## src/rtl/carry_bist_pkg.sv

```systemverilog
// carry_bist_pkg: shared FSM states, constants and golden carry-follower model
package carry_bist_pkg;
  typedef enum logic [2:0] {IDLE, DRIVE, SETTLE_WAIT, CHECK, DONE} state_e;
  localparam logic [31:0] LFSR_TAPS = 32'h8020_0003;
  localparam logic [15:0] FAIL_NONE = 16'hFFFF;
  localparam int MAX_LEN = 15;
  // Each stage passes b when its carry-in is 1, a otherwise; its output is the next carry-in
  function automatic logic [MAX_LEN-1:0] carry_chain_model(
    input logic [MAX_LEN-1:0] a,
    input logic [MAX_LEN-1:0] b,
    input logic               cin
  );
    logic [MAX_LEN-1:0] r;
    logic c;
    c = cin;
    for (int i = 0; i < MAX_LEN; i++) begin
      r[i] = c ? b[i] : a[i];
      c = r[i];
    end
    return r;
  endfunction
endpackage

```

## src/rtl/carry_bist_lfsr.sv

```systemverilog
// carry_bist_lfsr: 32-bit right-shifting Galois LFSR with seed load and step enable
module carry_bist_lfsr import carry_bist_pkg::*; #(
  parameter logic [31:0] SEED = 32'hACE1_2023
) (
  input  logic        clk,
  input  logic        rst_n,
  input  logic        load_i,
  input  logic        step_i,
  output logic [31:0] state_o
);
  logic [31:0] lfsr_q, lfsr_d;
  always_comb lfsr_d = load_i ? SEED : step_i ? ((lfsr_q >> 1) ^ (lfsr_q[0] ? LFSR_TAPS : 32'd0)) : lfsr_q;
  always_ff @(posedge clk or negedge rst_n)
    if (!rst_n) lfsr_q <= SEED;
    else lfsr_q <= lfsr_d;
  assign state_o = lfsr_q;
endmodule

```

## src/rtl/carry_chain_bist.sv

```systemverilog
// carry_chain_bist: drives pseudo-random patterns into a carry-follower chain and
// checks every stage's cout against the golden model after a settle delay
module carry_chain_bist import carry_bist_pkg::*; #(
  parameter int          CHAIN_LEN    = 10,
  parameter int          NUM_PATTERNS = 256,
  parameter int          SETTLE       = 2,
  parameter logic [31:0] SEED         = 32'hACE1_2023
) (
  input  logic                 clk,
  input  logic                 rst_n,
  input  logic                 start,
  output logic [CHAIN_LEN-1:0] chain_a,
  output logic [CHAIN_LEN-1:0] chain_b,
  output logic                 chain_cin,
  input  logic [CHAIN_LEN-1:0] chain_cout,
  output logic                 busy,
  output logic                 done,
  output logic                 pass,
  output logic [15:0]          fail_count,
  output logic [15:0]          first_fail_idx
);
  state_e state_q, state_d;
  logic [3:0] cnt_q, cnt_d;
  logic [15:0] idx_q, idx_d, fail_q, fail_d, ffi_q, ffi_d;
  logic pass_q, pass_d, cin_q, cin_d;
  logic [CHAIN_LEN-1:0] a_q, a_d, b_q, b_d, exp_v;
  logic [31:0] lfsr;
  logic [2*CHAIN_LEN:0] pat;
  logic accept, last, mism;
  assign accept = state_q == IDLE && start;
  assign last = idx_q == 16'(NUM_PATTERNS - 1);
  assign pat = (2*CHAIN_LEN+1)'(lfsr);
  // The model sees the registered drive values, so it matches what the fabric saw
  assign exp_v = CHAIN_LEN'(carry_chain_model(MAX_LEN'(a_q), MAX_LEN'(b_q), cin_q));
  assign mism = chain_cout != exp_v;
  carry_bist_lfsr #(.SEED(SEED)) u_lfsr (
    .clk    (clk),
    .rst_n  (rst_n),
    .load_i (accept),
    .step_i (state_q == CHECK),
    .state_o(lfsr)
  );
  always_ff @(posedge clk or negedge rst_n)
    if (!rst_n) begin
      state_q <= IDLE;
      cnt_q   <= '0;
      idx_q   <= '0;
      fail_q  <= '0;
      ffi_q   <= FAIL_NONE;
      pass_q  <= 1'b0;
      a_q     <= '0;
      b_q     <= '0;
      cin_q   <= 1'b0;
    end else begin
      state_q <= state_d;
      cnt_q   <= cnt_d;
      idx_q   <= idx_d;
      fail_q  <= fail_d;
      ffi_q   <= ffi_d;
      pass_q  <= pass_d;
      a_q     <= a_d;
      b_q     <= b_d;
      cin_q   <= cin_d;
    end
  always_comb begin
    state_d = state_q;
    case (state_q)
      IDLE:        state_d = start ? DRIVE : IDLE;
      DRIVE:       state_d = (SETTLE == 0) ? CHECK : SETTLE_WAIT;
      SETTLE_WAIT: state_d = (cnt_q == 4'(SETTLE - 1)) ? CHECK : SETTLE_WAIT;
      CHECK:       state_d = last ? DONE : DRIVE;
      DONE:        state_d = IDLE;
      default:     state_d = IDLE;
    endcase
  end
  always_comb begin
    cnt_d  = (state_q == SETTLE_WAIT) ? cnt_q + 4'd1 : 4'd0;
    a_d    = (state_q == DRIVE) ? pat[CHAIN_LEN-1:0] : a_q;
    b_d    = (state_q == DRIVE) ? pat[2*CHAIN_LEN-1:CHAIN_LEN] : b_q;
    cin_d  = (state_q == DRIVE) ? pat[2*CHAIN_LEN] : cin_q;
    idx_d  = accept ? 16'd0 : (state_q == CHECK) ? idx_q + 16'd1 : idx_q;
    fail_d = accept ? 16'd0 : (state_q == CHECK && mism && fail_q != 16'hFFFF) ? fail_q + 16'd1 : fail_q;
    ffi_d  = accept ? FAIL_NONE : (state_q == CHECK && mism && ffi_q == FAIL_NONE) ? idx_q : ffi_q;
    pass_d = accept ? 1'b0 : (state_q == DONE) ? fail_q == 16'd0 : pass_q;
  end
  always_comb begin
    busy           = state_q == DRIVE || state_q == SETTLE_WAIT || state_q == CHECK;
    done           = state_q == DONE;
    pass           = (state_q == DONE) ? fail_q == 16'd0 : pass_q;
    fail_count     = fail_q;
    first_fail_idx = ffi_q;
    chain_a        = a_q;
    chain_b        = b_q;
    chain_cin      = cin_q;
  end
endmodule

```

## config.mk

```make
export PLATFORM = sky130hd
export DESIGN_NAME = carry_chain_bist
export DESIGN_NICKNAME = d
export VERILOG_FILES = /design/src/rtl/carry_bist_pkg.sv /design/src/rtl/carry_bist_lfsr.sv /design/src/rtl/carry_chain_bist.sv
export SDC_FILE = /design/constraint.sdc
export NUM_CORES = 1
export LEC_CHECK = 0
export CORE_MARGIN = 3
export CORE_UTILIZATION = 40
export DETAILED_ROUTE_END_ITERATION = 7
export PLACE_DENSITY_LB_ADDON = 0.08
export SLEW_MARGIN = 5
export SYNTH_ARGS = -nofsm -noshare
export SYNTH_HDL_FRONTEND = slang
export SYNTH_SLANG_ARGS = --single-unit
```

## constraint.sdc

```tcl
create_clock -name clk -period 5.7 [get_ports clk]
set_input_delay 0.57 -clock clk [delete_from_list [all_inputs] [get_ports clk]]
set_output_delay 0.57 -clock clk [all_outputs]
set_load 0.05 [all_outputs]
```

==> flow_metrics.env <==
export IMPL_status="complete, no violations"
export IMPL_post_cts_resized=0
export IMPL_final_seq_area_um2=2760
export IMPL_whs_ns=0.202
export IMPL_async_reset_ff_share_pct=100
export IMPL_startpoint="chain_a[1]"
export IMPL_avgSynthCellArea_um2=9.92
export IMPL_final_cell_mix="nand2_1 (98), dfrtp_1 (81), clkdlybuf4s50_1 (67)"
export IMPL_ir_worst_vdd_mv=0.274
export IMPL_cts_buffer_depth=2
export IMPL_p_per_area_nw_per_um2=535
export IMPL_syn_nets=567
export IMPL_reg2regPathDepth=10
export IMPL_synth_area_leader_cell="dfrtp_1"
export IMPL_clk_latency_ns=0.35
export IMPL_end_kind="flop"
export IMPL_synth_edff_count=0
export IMPL_rows=41
export IMPL_die_height_um=123
export IMPL_hpwl_um=8250
export IMPL_rr_startpoint="chain_a[1]"
export IMPL_finalSetupViolations=0
export IMPL_start_kind="flop"
export IMPL_drive_gt1_share_pct=14.5
export IMPL_track_usage_pct=17.4
export IMPL_synth_top_cells_by_area="dfrtp_1 (37%), dfstp_2 (14%), nand2_1 (6.8%)"
export IMPL_slew_limit_headroom_pct=26.8
export IMPL_start_util_pct=42.0
export IMPL_num_vias=4269
export IMPL_p_leak_uw=0.00277
export IMPL_grt_pass1_vias=4116
export IMPL_htreeDepth=3
export IMPL_clkSlewWorstSetupHoldPaths_ns=0.07
export IMPL_gp_routability_congestion=0.792
export IMPL_critPathMaxFanout=46
export IMPL_crit_type="reg -> reg"
export IMPL_multi_input_area_um2=2510
export IMPL_hold_viol_final=0
export IMPL_synth_top_cell_area_share_pct=37.2
export IMPL_antenna_found_initial=0
export IMPL_layout_commonest_cell="nand2_1"
export IMPL_cts_hold_buf=0
export IMPL_wl_um=12300
export IMPL_arrival_ns=3.47
export IMPL_synth_cells=549
export IMPL_cts_root_buf="clkbuf_16"
export IMPL_tightestPinTransition_ns=1.09
export IMPL_drtPass1Iterations=5
export IMPL_synthesis_area_um2=5450
export IMPL_synth_seq_area_share_pct=50.7
export IMPL_cp_required_ns=5.94
export IMPL_ys_types=54
export IMPL_cts_made_buffers=9
export IMPL_area_growth_pct=20.7
export IMPL_wire_per_inst_um=15.9
export IMPL_fin_worst_skew_ns=0.00696
export IMPL_coreArea_um2=13000
export IMPL_portBuffers=68
export IMPL_fmax_mhz=309
export IMPL_tns_ns=0
export IMPL_fillers=1191
export IMPL_cts_sinks=109
export IMPL_hold_path_class="in -> async"
export IMPL_drc=0
export IMPL_period_share_pct=56.7
export IMPL_viasPerCell=5.49
export IMPL_ant_nets=0
export IMPL_rsz0062_at_grt="false"
export IMPL_post_cts_setup_buffers=0
export IMPL_synth_ff_type="dfrtp_1"
export IMPL_grt_pass1_wl_um=20900
export IMPL_overflow=0
export IMPL_drt_iter0_markers=364
export IMPL_ys_seq_elements=109
export IMPL_min_period_ns=3.23
export IMPL_die_area_um2=15000
export IMPL_finalMaxSlewViolations=0
export IMPL_cts_tree="done"
export IMPL_synth_warning_count=0
export IMPL_antenna_cells=0
export IMPL_nets=618
export IMPL_io_pins=69
export IMPL_die_x_um=123
export IMPL_grt_max_degree=69
export IMPL_drv_cap=0
report_power, final:
| part | internal (uW) | switching [uW] |
|---|---|---|
| clock network | 435 | 288 |
| registers | 1050 | 245 |
| logic | 570 | 932 |
flip-flops by register name, summed over array words and instances, names as in the netlist:
signal          flops
chain_a            10
chain_b            10
chain_cin           1
cnt_q               4
fail_count         16
first_fail_idx     16
idx_q              16
pass_q              1
state_q             3
u_lfsr.state_o     32
layout make-up:
| type | count | share of cell area, % |
|---|---|---|
| sequential | 109 | 42.0 |
| multi-input combinational | 401 | 38.2 |
| timing repair buffer | 74 | 11.0 |
| clock buffer | 10 | 3.48 |
| tap | 172 | 3.27 |
| clock inverter | 6 | 1.77 |
| inverter | 5 | 0.285 |
final timing paths:
path / endpoint / slack (ns)
worst max-delay path: fail_count[14] / 2.47
worst min-delay path: fail_count[9] / 0.20
worst max register to register: fail_count[14] / 2.47
worst min register to register: first_fail_idx[10] / 0.48
max in group asynchronous: chain_b[0] / 4.24
min in group clk: first_fail_idx[10] / 0.48
per-layer routing:
layer / vias up / part of all wire [%] / GRT usage, %
met5: - / 0 / 0
met4: 0 / 1.1 / 4.62
met3: 12 / 4.2 / 4.61
met2: 76 / 45 / 26.4
met1: 2118 / 49 / 24.8
li1: 2063 / - / -
cell families (layout without fill, tap and decap cells):
kind of cell / count (synthesis) / in the layout / synth area share (%)
multiplexers: 33 / 33 / 6.85
AO/OA/AOI/OAI: 91 / 91 / 10.9
AND/OR/NAND/NOR: 247 / 247 / 22.9
adder cells (fa/ha/maj): 5 / 5 / 1.15
XOR/XNOR: 25 / 25 / 4.02
buffers and inverters: 39 / 95 / 3.40
flip-flops: 109 / 109 / 50.7
cells in the mapped netlist (2+ instances only):
library cell,n
ha_1,5
a21oi_1,37
nand4_1,17
inv_1,5
nor4_1,3
nor3_1,9
and3_1,14
o211ai_1,3
and4_1,2
buf_1,5
o21ai_0,9
nand3b_1,5
nor3b_1,4
nor2b_1,4
or3_1,12
nand4b_1,3
or3b_2,2
mux2_2,22
o21ai_1,6
a31oi_1,2
clkbuf_1,23
o311ai_1,2
nor4b_1,4
xnor2_1,11
dfrtp_1,81
buf_6,5
or4_1,2
mux2i_1,8
mux2_4,3
a211o_1,3
o41ai_1,17
nor2_1,33
dfstp_2,28
xor2_1,14
a211oi_1,5
o211ai_2,2
nand3_1,22
and2_1,4
nand2_1,98
through the flow:
stage	worst slack, ns	instances	util [%]	area (um^2)	total power (uW)
2_1_floorplan	2.61	549	-	5450	2360
3_3_place_gp	2.48	761	48.0	6230	2790
3_5_place_dp	2.41	761	48.0	6230	2820
4_1_cts	2.48	777	50.7	6570	3550
5_1_grt	2.25	777	50.7	6570	3740
6_report	2.47	777	50.7	6570	3520
worst max-delay path: stages, from the launching register on:
cell	delay [ns]
dfrtp_1	0.50
nor2b_4	0.17
o211ai_1	0.20
nand2_2	0.13
nor2_4	0.19
mux2i_1	0.41
nand4b_1	0.15
and3_1	0.21
mux2_4	0.47
or4_1	0.52
o211a_1	0.14
Power figures use the tool's default switching activity.
